### config.mk
export PLATFORM = sky130hd
export DESIGN_NAME = mem_fetch_ctrl
export DESIGN_NICKNAME = d
export VERILOG_FILES = /design/src/rtl/mem_pkg.sv /design/src/rtl/load_formatter.sv /design/src/rtl/mem_fetch_ctrl.sv
export SDC_FILE = /design/constraint.sdc
export NUM_CORES = 1
export LEC_CHECK = 0
export CORE_UTILIZATION = 46
export CTS_BUF_LIST = sky130_fd_sc_hd__clkbuf_4 sky130_fd_sc_hd__clkbuf_8
export DETAILED_ROUTE_END_ITERATION = 8
export PLACE_DENSITY_LB_ADDON = 0.3
export SETUP_SLACK_MARGIN = 0.15
export SYNTH_ARGS = -nofsm -noshare
export SYNTH_HDL_FRONTEND = slang
export SYNTH_SLANG_ARGS = --single-unit
### constraint.sdc
create_clock -name clk -period 2.2 [get_ports clk]
set_clock_uncertainty 0.1 [all_clocks]
set_input_delay 0.22 -clock clk [delete_from_list [all_inputs] [get_ports clk]]
set_output_delay 0.22 -clock clk [all_outputs]
set_load 0.02 [all_outputs]
### src/rtl/mem_pkg.sv
// Shared types and constants for the flash fetch controller and its formatter.
package mem_pkg;

    localparam int ADDR_W = 24;
    localparam int DATA_W = 32;
    localparam int CNT_W  = 10;

    localparam logic [1:0] LOAD_SIZE_BYTE = 2'd0;
    localparam logic [1:0] LOAD_SIZE_HALF = 2'd1;
    localparam logic [1:0] LOAD_SIZE_WORD = 2'd2;

    typedef enum logic [1:0] {
        ST_IDLE    = 2'd0,
        ST_FETCH   = 2'd1,
        ST_RELEASE = 2'd2
    } fetch_state_e;

    // Everything latched from the winning port when a request is accepted.
    typedef struct packed {
        logic [ADDR_W-1:0] addr;
        logic [1:0]        size;
        logic              is_unsigned;
        logic              is_load;
    } fetch_req_t;

    // SPI delivers the lowest-addressed byte first, in [31:24].
    function automatic logic [DATA_W-1:0] bswap32(input logic [DATA_W-1:0] d);
        return {d[7:0], d[15:8], d[23:16], d[31:24]};
    endfunction

endpackage

### src/rtl/load_formatter.sv
// Turns a big-endian flash word into a little-endian instruction word and a
// size-selected, sign/zero-extended load result.
module load_formatter
    import mem_pkg::*;
(
    input  logic [DATA_W-1:0] raw,
    input  logic [1:0]        size,
    input  logic              is_unsigned,
    output logic [DATA_W-1:0] word,
    output logic [DATA_W-1:0] load_data
);

    always_comb begin
        word      = bswap32(raw);
        load_data = word;
        case (size)
            LOAD_SIZE_BYTE: load_data = {{24{~is_unsigned & word[7]}},  word[7:0]};
            LOAD_SIZE_HALF: load_data = {{16{~is_unsigned & word[15]}}, word[15:0]};
            default:        load_data = word;
        endcase
    end

endmodule

### src/rtl/mem_fetch_ctrl.sv
// Arbitrates instruction/data requests onto the SPI flash reader, formats the
// returned word and aborts reads that never complete.
module mem_fetch_ctrl
    import mem_pkg::*;
#(
    parameter int TIMEOUT_CYCLES = 1023
) (
    input  logic              clk,
    input  logic              rst_n,
    input  logic              instr_req,
    input  logic [ADDR_W-1:0] instr_addr,
    output logic              instr_valid,
    output logic [DATA_W-1:0] instr_data,
    input  logic              load_req,
    input  logic [ADDR_W-1:0] load_addr,
    input  logic [1:0]        load_size,
    input  logic              load_unsigned,
    output logic              load_valid,
    output logic [DATA_W-1:0] load_data,
    output logic              fetch_err,
    output logic [ADDR_W-1:0] mem_target_address,
    output logic              mem_start_fetch,
    input  logic              mem_fetch_done,
    input  logic [DATA_W-1:0] mem_fetched_data
);

    localparam logic [CNT_W-1:0] CNT_LAST = CNT_W'(TIMEOUT_CYCLES - 1);

    fetch_state_e      state, state_nxt;
    fetch_req_t        req_q;
    logic [CNT_W-1:0]  cnt;
    logic              accept_load, accept_instr;
    logic              fetch_ok, fetch_to;
    logic [DATA_W-1:0] fmt_word, fmt_load;

    // Data port wins when both requests are up in the same IDLE cycle.
    assign accept_load  = (state == ST_IDLE) && load_req;
    assign accept_instr = (state == ST_IDLE) && !load_req && instr_req;
    assign fetch_ok     = (state == ST_FETCH) && mem_fetch_done;
    assign fetch_to     = (state == ST_FETCH) && !mem_fetch_done && (cnt == CNT_LAST);

    always_ff @(posedge clk or negedge rst_n) begin
        if (!rst_n) state <= ST_IDLE;
        else        state <= state_nxt;
    end

    always_comb begin
        state_nxt = state;
        case (state)
            ST_IDLE:    if (load_req || instr_req) state_nxt = ST_FETCH;
            ST_FETCH:   if (fetch_ok || fetch_to)  state_nxt = ST_RELEASE;
            ST_RELEASE: state_nxt = ST_IDLE;
            default:    state_nxt = ST_IDLE;
        endcase
    end

    // Start is a pure decode of state so an async reset drops it at once.
    always_comb begin
        mem_start_fetch = (state == ST_FETCH);
    end

    assign mem_target_address = req_q.addr;

    load_formatter u_fmt (
        .raw         (mem_fetched_data),
        .size        (req_q.size),
        .is_unsigned (req_q.is_unsigned),
        .word        (fmt_word),
        .load_data   (fmt_load)
    );

    always_ff @(posedge clk or negedge rst_n) begin
        if (!rst_n) begin
            req_q       <= '0;
            cnt         <= '0;
            instr_valid <= 1'b0;
            load_valid  <= 1'b0;
            fetch_err   <= 1'b0;
            instr_data  <= '0;
            load_data   <= '0;
        end else begin
            instr_valid <= 1'b0;
            load_valid  <= 1'b0;
            fetch_err   <= 1'b0;
            if (accept_load) begin
                req_q <= '{addr: load_addr, size: load_size,
                           is_unsigned: load_unsigned, is_load: 1'b1};
                cnt   <= '0;
            end else if (accept_instr) begin
                req_q <= '{addr: instr_addr, size: LOAD_SIZE_WORD,
                           is_unsigned: 1'b0, is_load: 1'b0};
                cnt   <= '0;
            end
            if (state == ST_FETCH) cnt <= cnt + 1'b1;
            // A timed-out transfer still completes its port, with zero data.
            if (fetch_ok || fetch_to) begin
                fetch_err <= fetch_to;
                if (req_q.is_load) begin
                    load_valid <= 1'b1;
                    load_data  <= fetch_ok ? fmt_load : '0;
                end else begin
                    instr_valid <= 1'b1;
                    instr_data  <= fetch_ok ? fmt_word : '0;
                end
            end
        end
    end

endmodule

==> impl_results.md <==
- Die height: 106 microns
- Total setup buffers inserted after CTS: 0
- Routed wire length: 13100 microns
- Crit path required time: 1.88 ns
- Vias: 4320
- # IOs: between 150 and 200
- Worst ir drop on vdd: ~590 uV
- Sw Share: 40.2%
- Hpwl dp: roughly 9500 microns
- Period utilization: slightly below 90%
- Top FF cell, synth: dfrtp_1
- Wire length of the first global-routing pass: about 21000 microns
- Main combinational cell family by area after synthesis: compound AO/OA/AOI/OAI gates
- Yosys warns: 0
- Final Critical Period: about 1.9 ns
- Grt ovf: 0
- Hold Vio Cnt, Final: 0
- Core region area: between 0.01 and 0.015 sq mm
- Die width: between 100 and 150 microns
- Mapped Area: approximately 0.0050 sq mm
- Synth Net Count: between 600 and 700
- Critical path arrival: approximately 1.6 ns
- Seq/Total Area, Yosys: 53.8%
- Drt pass-1 iters: 5
- Reg power frac: a little over a third
- CP max FO: 11
- Maximum clock path buffer count: 2
- CTS Buf Count: 9
- Via density: between 5 and 6
- Adder-Cell Fraction of Synth Area: less than 1%
- Total track usage: around a quarter
- Power per cell area: 1320 mW/mm^2
- CP Class: reg -> out
- Starting density of the core: a little under half
- Slowest cell on the critical path: dfrtp_1
- Power Internal: between 5000 and 6000 uW
- Critical path's largest stage delay: roughly 0.53 ns
- Pins Over Slew Limit: 0
- Setup Viol. Count Final: 0
- Initial antenna violation count: 0
- 1st-iter DRT viols: around 190
- Mean Syn Cell Area: slightly below 10 sq um
- Slew headroom: around two thirds
- Number of synthesized flops with an enable pin: 0
- Antenna viol nets, final: 0
- I/O Buffers: approximately 180
- Clock power frac: approximately an eighth
- Post-Synthesis Cells: between 500 and 600
- Worst hold path type: in -> async
- Vias in the first global route: roughly 4300
- Placer Congestion: between 0.8 and 0.9
- Final #Nets: approximately 760
- DRC Markers: 0
- CTS tree: yes
- R2R Setup Slk: roughly 0.32 ns
- Crit-path cells: nand2b_2 > clkinv_1 > dlygate4sd2_1
- Post-Synth XOR/XNOR Area: 0%
- Worst Setup SP: state[1]$_DFFE_PN0P_
- Net switching power: 3730 uW
- CTS HTree Levels: 3
- Compound-Gate Fraction of Synth Area: approximately 17%
- Placed instance count: 790
- Endpoint class of the critical path: primary output
- Non-Filler Instances: about 800
- RSZ-0062 raised after global routing: no
- Hold slack: between 0.2 and 0.25 ns
- Synth unique cells: 47
- Max-Cap Viols: 0
- Setup TNS: 0 ns
- Largest net degree at the start of global routing: 55
- Ys async rst share: 100%
- Layout cells sized above 1: slightly below 7%
- Lkg Pwr: slightly below 0.003 uW
- Worst-Margin Slew: between 0.4 and 0.5 ns
- Drt wl/cell: ~16 microns
- Comb power frac: 50.4%
- Peak Freq: ~520 MHz
- CTS root buffer: clkbuf_8
- Mux cell area share after synthesis: 5.65%
- CTS Sinks: 107
- Std-Cell Rows: 37
- Status: finished, final reports clean
- Reg clk slew, reported paths: approximately 0.11 ns
- Diodes inserted: 0
- Crit start category: flop
- Reg-to-Reg Start: cnt[0]$_DFFE_PN0P_
- Layout area overhead: 41.2%
- Post-synthesis register bit count: 107
- Area share of and/or/nand/nor cells after synthesis: between 15 and 20%
- Die area: 0.0112 sq mm
- Worst-Skew Late Latency: roughly 0.36 ns
## synthesized netlist by cell type (2+ instances only)
cell type	instances	area share, %
nand3_1	5	0.50
dfrtp_1	107	54
buf_4	26	3.9
a31o_1	8	1.4
nor4_2	2	0.50
buf_2	12	1.2
nor2b_1	12	1.5
a21oi_1	11	1.1
o21ai_1	8	0.80
o21ai_0	98	9.8
ha_1	2	0.50
o211ai_1	2	0.30
inv_1	7	0.53
a211oi_1	2	0.30
nand2b_1	3	0.38
a22o_1	2	0.35
clkbuf_1	21	1.6
buf_6	2	0.45
o22ai_1	17	2.1
nand4_1	2	0.25
nor2_1	11	0.83
nand2_1	103	7.8
or4_1	2	0.30
mux2i_1	27	5.4
nor4_1	2	0.25
nor3_1	3	0.30
## area by class of cell
class / instances / area [sq um]
flip-flops and latches: 107 / 2680
clock buffers: 9 / 124
clock inverters: 6 / 73.8
fillers: 860 / 3380
well taps: 136 / 170
inverters: 8 / 30.0
multi-input cells: 342 / 1960
repair buffers: 198 / 2000
## what timing repair did
| action | CTS | global route |
|---|---|---|
| setup endpoints to repair | 1 | 4 |
| endpoints found under the hold margin | 34 | 0 |
| hold buffers | 1 | 0 |
| gates resized for setup | 3 | 1 |
## power groups by stage
stage | registers (uW) | logic (uW) | clock network, uW
floorplan | 3930 | 2130 | 0
global placement | 3370 | 4590 | 0
detailed placement | 3410 | 4700 | 0
CTS | 3380 | 4710 | 1250
global route | 3490 | 5040 | 1320
finish | 3380 | 4670 | 1220
## path summary, 6_finish.rpt
| path | end | cells past startpoint |
|---|---|---|
| max in group asynchronous | state[0]$_DFFE_PN0P_ | 3 |
| max reg2reg | load_data[20]$_DFFE_PN0P_ | 7 |
| min in group clk | req_q[3]$_DFFE_PN0P_ | 3 |
| min reg2reg | mem_target_address[11]$_DFFE_PN0P_ | 2 |
| max | mem_start_fetch | 3 |
| min | instr_data[8]$_DFFE_PN0P_ | 2 |
## layout by cell type, fill, tap and decap left out, types with 3 or more instances in the layout
cell type	n
clkdlybuf4s50_1	177
dfrtp_1	106
nand2_1	103
o21ai_0	98
mux2i_1	27
o22ai_1	17
buf_4	14
nor2b_1	12
nor2_1	11
a21oi_1	11
clkbuf_8	9
a31o_1	8
inv_1	7
o21ai_1	7
nand3_1	5
buf_12	5
nor3_1	3
## cells by family (layout without fill, tap and decap cells)
kind of cell / Yosys count / count (layout)
buffers and inverters: 69 / 221
flip-flops: 107 / 107
adder cells (fa/ha/maj): 2 / 2
AO/OA/AOI/OAI: 154 / 154
AND/OR/NAND/NOR: 158 / 158
multiplexers: 28 / 28
## per-stage QoR
| stage | setup slack, ns | instance area [sq um] | util [%] | total power [uW] |
|---|---|---|---|---|
| 4_1_cts | 0.252 | 7030 | 67.5 | 9340 |
| 3_3_place_gp | 0.359 | 6820 | 65.5 | 7960 |
| 2_1_floorplan | 0.319 | 4980 | - | 6060 |
| 3_5_place_dp | 0.293 | 6820 | 65.5 | 8110 |
| 6_report | 0.283 | 7030 | 67.5 | 9270 |
| 5_1_grt | 0.157 | 7030 | 67.5 | 9850 |
## sequential cells by signal, summed over array words and instances, names as in the netlist
register	flops
cnt	10
fetch_err	1
instr_data	32
instr_valid	1
load_data	32
load_valid	1
mem_target_address	24
req_q	4
state	2
## critical path, delay by kind of cell (launching register included)
family	cells	cell delay, ns
DFF	1	0.53
buffers and inverters	2	0.43
and+or+nand+nor	1	0.27
## routing by layer
| metal | vias to the layer above | global-route usage [%] | wire [microns] |
|---|---|---|---|
| li1 | 2053 | - | - |
| met4 | 0 | 5.46 | 102 |
| met2 | 166 | 40.6 | 6380 |
| met1 | 2088 | 30.3 | 5540 |
| met3 | 13 | 5.89 | 1040 |
| met5 | - | 0 | 0 |
No activity file was read; power rests on OpenSTA's default activity.
==> variant 1 (same flow settings) <==
The package constant `CNT_W` goes from 10 to 5.
--- a/src/rtl/mem_pkg.sv
+++ b/src/rtl/mem_pkg.sv
@@ -4,5 +4,5 @@
     localparam int ADDR_W = 24;
     localparam int DATA_W = 32;
-    localparam int CNT_W  = 10;
+    localparam int CNT_W  = 5;
 
     localparam logic [1:0] LOAD_SIZE_BYTE = 2'd0;
Behaviour: same outputs for any inputs over 10 cycles, from zero or initial values and one cycle with rst_n low; that may be too few to reach the edited logic, so the function may still have changed.
==> variant 1 against the unedited design <==
Via count decreased by 21%; area after synthesis decreased by 9.6%; clock power decreased by 8%; routed wire length decreased by 20%; setup slack improved by 33 ps; sequential cell count decreased by 5; power decreased by 2.9%; count of clock-buffer cells in the layout unchanged; hold slack improved by 63 ps; sequential power decreased by 5%; final area decreased by 8.3%; critical path type is now reg2reg; highest routed layer unchanged.
==> variant 1: results (changes against the unedited design) <==
- **run status** finished, final reports clean, unchanged
- **proportion of layout cells with a drive suffix above 1** 0.0876, was 0.0687
- **share of the yosys chip area belonging to registers** 0.567, was 0.538
- **proportion of synthesized flip-flops having asynchronous set or reset** 1.00, unchanged
- **routed vias** 3,421, was 4,320
- **global routing met2 resource utilization** 0.354, was 0.406
- **number of buffers inserted by post-CTS setup repair** 0, unchanged
- **port buffer count** 179, unchanged
- **post-synth cell types** 38, was 47
- **maximum net fanout on the critical path** 21, was 11
- **Clk Latency, worst-skew pair** 350 ps
- **maximum count of clock buffers along a single path** 2, unchanged
- **Slew Limit Headroom** 0.563, was 0.684
- **max incr delay on CP** 420 ps, was 530 ps
- **all-layer global routing usage** 0.214, was 0.237
- **Synthesis Warnings** 0, unchanged
- **placed wire-length estimate after detailed placement** 7.82 mm, was 9.55 mm
- **global-route wire length before repair** 16.9 mm, was 21.2 mm
- **delay-heaviest family, CP** simple AND/OR/NAND/NOR gates, was flip-flops
- **top cells by area, synth** sky130_fd_sc_hd__dfrtp_1 (57%), sky130_fd_sc_hd__mux2i_1 (5.6%), sky130_fd_sc_hd__a32o_1 (5.1%), was sky130_fd_sc_hd__dfrtp_1 (54%), sky130_fd_sc_hd__o21ai_0 (9.8%), sky130_fd_sc_hd__nand2_1 (7.8%)
- **routed length per placed instance** 15.9 µm, was 16.2 µm
- **maximum number of pins on one net before global-route repair** 52, was 55
- **path class of the lowest-slack min-delay path** in2async, unchanged
- **Max VDD drop** 0.000572 V, was 0.000589 V
- **Final Hold Violating Endpoints** 0, unchanged
- **overall routed net length** 10.4 mm, was 13.1 mm
- **cell total after placement** 637, was 790
- **leading cell types by count after synthesis** sky130_fd_sc_hd__dfrtp_1 (102), sky130_fd_sc_hd__nand2_1 (35), sky130_fd_sc_hd__o21ai_0 (35), was sky130_fd_sc_hd__dfrtp_1 (107), sky130_fd_sc_hd__nand2_1 (103), sky130_fd_sc_hd__o21ai_0 (98)
- **syn_area_per_cell** 12.2 µm², was 9.62 µm²
- **signal arrival time at the worst endpoint** 2030 ps, was 1600 ps
- **cell depth of the worst flop-to-flop path** 6, was 7
- **number of instances resized during post-cts repair** 0, was 3
- **total iterations of the first detailed-routing run** 4, was 5
- **Clk pin slew, worst setup/hold paths** 110 ps, about the same
- **number of fillers in the final layout** 741, was 860
- **total CTS buffers** 9, unchanged
- **total inserted antenna cells** 0, unchanged
- **global routing met3 resource utilization** 0.0645, was 0.0589
- **library cell contributing the largest single delay on the critical path** sky130_fd_sc_hd__dfrtp_2, was sky130_fd_sc_hd__dfrtp_1
- **hold buffers post-CTS** 1, unchanged
- **synthesized net count** 459, was 608
- **initial detailed-routing violation count** 135, was 186
- **routability cong.** 0.773, was 0.848
- **Net count, final** 610, was 756
- **grt met1 use** 0.278, was 0.303
- **H-tree lvl count** 3, unchanged
- **standby leakage power** 2.74 nW, was 2.91 nW
- **CTS Root Buffer Type** sky130_fd_sc_hd__clkbuf_8, unchanged
-- variant 1: logic make-up (layout without fill, tap and decap cells) --
kind of cell,count (synthesis),count (layout),synth area share
adder cells (fa/ha/maj),2,2,0.00556
AND/OR/NAND/NOR,72,72,0.0850
multiplexers,34,34,0.0814
flip-flops,102,102,0.567
buffers and inverters,56,212,0.0842
XOR/XNOR,2,2,0.00389
AO/OA/AOI/OAI,101,101,0.173
-- variant 1: final timing paths --
check | start | to | slack, ps
worst min register to register | mem_target_address[22] | mem_target_address[22] | 390
min in group clk | load_size[1] | req_q[3] | 310
max in group asynchronous | rst_n | mem_target_address[2] | 1020
worst max register to register | cnt[0] | load_data[8] | 320
worst max-delay path | cnt[0] | load_data[8] | 320
worst min-delay path | rst_n | instr_data[21] | 310
-- variant 1: cell type report --
type                    count  area, µm²  area share
clock inverters             7       66.3      0.0103
flip-flops and latches    102       2550       0.396
well taps                 129        161      0.0250
inverters                   5       26.3     0.00407
clock buffers               9        124      0.0192
multi-input cells         211       1580       0.245
repair buffers            191       1930       0.300
-- variant 1: stage by stage --
stage	setup WS, ps	instance area [µm²]	util
global placement	346	6240	0.666
floorplan	389	4500	-
detailed placement	282	6240	0.666
CTS	199	6440	0.688
global route	201	6450	0.688
finish	316	6450	0.688
-- variant 1: power by group --
group          internal, W  total, W  switching, W
Combinational      0.00235   0.00467       0.00232
Sequential         0.00271   0.00321      0.000505
Clock             0.000439   0.00112      0.000685
Total              0.00549   0.00900       0.00351
-- variant 1: routing by layer --
| metal | share of wire | wire length (µm) | up-vias |
|---|---|---|---|
| met5 | 0 | 0 | - |
| met4 | 0.012 | 125 | 0 |
| met3 | 0.079 | 828 | 10 |
| met2 | 0.48 | 5010 | 148 |
| met1 | 0.43 | 4460 | 1657 |
| li1 | - | - | 1606 |
==> variant 2 (same flow settings) <==
Without the edit above. Register the output `mem_target_address`, cleared by the reset; this adds one clock of latency there. The other outputs are not delayed to match.
--- a/src/rtl/mem_fetch_ctrl.sv
+++ b/src/rtl/mem_fetch_ctrl.sv
@@ -60,5 +60,11 @@
     end
 
-    assign mem_target_address = req_q.addr;
+    always_ff @(posedge clk or negedge rst_n) begin
+        if (!rst_n) begin
+            mem_target_address <= '0;
+        end else begin
+            mem_target_address <= req_q.addr;
+        end
+    end
 
     load_formatter u_fmt (
Check against the original RTL: not equivalent (Yosys sat finds a counterexample within 4 cycles, from zero or initial values and one cycle with rst_n low).
==> variant 2 against the unedited design <==
Sequential cell count rose by 24; die area rose by 1.7%; register-to-register slack got worse by 170 ps; synthesized cell count fell by 23%; routed wire length fell by 6.6%; power rose by 15%; combinational power fell by 3%; area after synthesis rose by 1.7%; first-iteration DRC count fell by 18%; hold slack got worse by 210 ps; final area rose by 6.2%; setup slack got worse by 130 ps.
==> variant 2: results (changes against the unedited design) <==
- **synthesized net count** 490, was 608
- **max incr delay on CP** 500 ps, was 530 ps
- **routed vias** 3,910, was 4,320
- **number of fillers in the final layout** 761, was 860
- **Max VDD drop** 0.000648 V, was 0.000589 V
- **standby leakage power** 3.33 nW, was 2.91 nW
- **initial detailed-routing violation count** 152, was 186
- **fraction of power consumed by the clock network** 0.198, was 0.131
- **met1 wire length** 5.11 mm, was 5.54 mm
- **maximum number of pins on one net before global-route repair** 72, was 55
- **Flop+latch power** 0.00399 W, was 0.00338 W
- **maximum net fanout on the critical path** 33, was 11
- **Worst setup startpoint** cnt[1], was state[1]
- **placed wire-length estimate after detailed placement** 8.59 mm, was 9.55 mm
- **internal power** 0.00684 W, was 0.00554 W
- **top cells by area, synth** sky130_fd_sc_hd__dfrtp_1 (65%), sky130_fd_sc_hd__a22o_1 (7.3%), sky130_fd_sc_hd__mux2i_1 (6.7%), was sky130_fd_sc_hd__dfrtp_1 (54%), sky130_fd_sc_hd__o21ai_0 (9.8%), sky130_fd_sc_hd__nand2_1 (7.8%)
- **detailed route wirelength on metal2** 5.75 mm, was 6.38 mm
- **global-route wire length before repair** 19.9 mm, was 21.2 mm
- **post-synth cell types** 38, was 47
- **delay-heaviest family, CP** compound AO/OA/AOI/OAI gates, was flip-flops
- **relative contribution of sequential cells to total power** 0.375, was 0.365
- **run status** finished, final reports clean, unchanged
- **total CTS buffers** 17, was 9
- **global routing met2 resource utilization** 0.356, was 0.406
- **Clk Latency, worst-skew pair** 430 ps, was 360 ps
- **H-tree lvl count** 4, was 3
- **leading cell types by count after synthesis** sky130_fd_sc_hd__dfrtp_1 (131), sky130_fd_sc_hd__a22o_1 (42), sky130_fd_sc_hd__o21ai_0 (37), was sky130_fd_sc_hd__dfrtp_1 (107), sky130_fd_sc_hd__nand2_1 (103), sky130_fd_sc_hd__o21ai_0 (98)
==> variant 2: changes by cell type in the layout (fill, tap and decap cells not counted), sizes merged, moves of 10 or more <==
cell	change
a22o	+40
nor2	+10
o2bb2ai	+16
nor2b	-12
nand2	-70
dfrtp	+24
clkbuf	+10
o22ai	-17
o21ai	-68
==> variant 2: area by class of cell <==
| type | instances | area (µm²) | share of cell area |
|---|---|---|---|
| Sequential cell | 131 | 3280 | 0.439 |
| Timing Repair Buffer | 195 | 1960 | 0.262 |
| Multi-Input combinational cell | 228 | 1580 | 0.212 |
| Clock buffer | 19 | 262 | 0.0350 |
| Tap cell | 136 | 170 | 0.0228 |
| Clock inverter | 13 | 158 | 0.0211 |
| Inverter | 15 | 58.8 | 0.00787 |
==> variant 2: worst paths after layout <==
kind / to / slack (ps) / depth (start not counted)
setup / recovery: instr_data[26] / 150 / 5
hold / removal: load_data[3] / 40 / 2
setup reg to reg: instr_data[26] / 150 / 5
hold reg to reg: mem_target_address[19] / 280 / 0
max in group asynchronous: cnt[3] / 1390 / 3
min in group clk: req_q[3] / 230 / 3
==> variant 2: worst register-to-register path, cell delays in order, from the launching register on <==
cell	delay, ps
sky130_fd_sc_hd__dfrtp_1	500
sky130_fd_sc_hd__ha_1	190
sky130_fd_sc_hd__and2_1	150
sky130_fd_sc_hd__a41o_4	270
sky130_fd_sc_hd__nand3b_4	350
sky130_fd_sc_hd__a22o_1	380
==> variant 2: through the flow <==
| stage | worst slack (ps) | util | cell area, µm² | instances |
|---|---|---|---|---|
| global route | 54.4 | 0.711 | 7470 | 737 |
| floorplan | 356 | - | 5070 | 400 |
| detailed placement | 170 | 0.669 | 7030 | 703 |
| finish | 151 | 0.711 | 7470 | 737 |
| global placement | 276 | 0.669 | 7030 | 703 |
| CTS | 157 | 0.711 | 7470 | 737 |
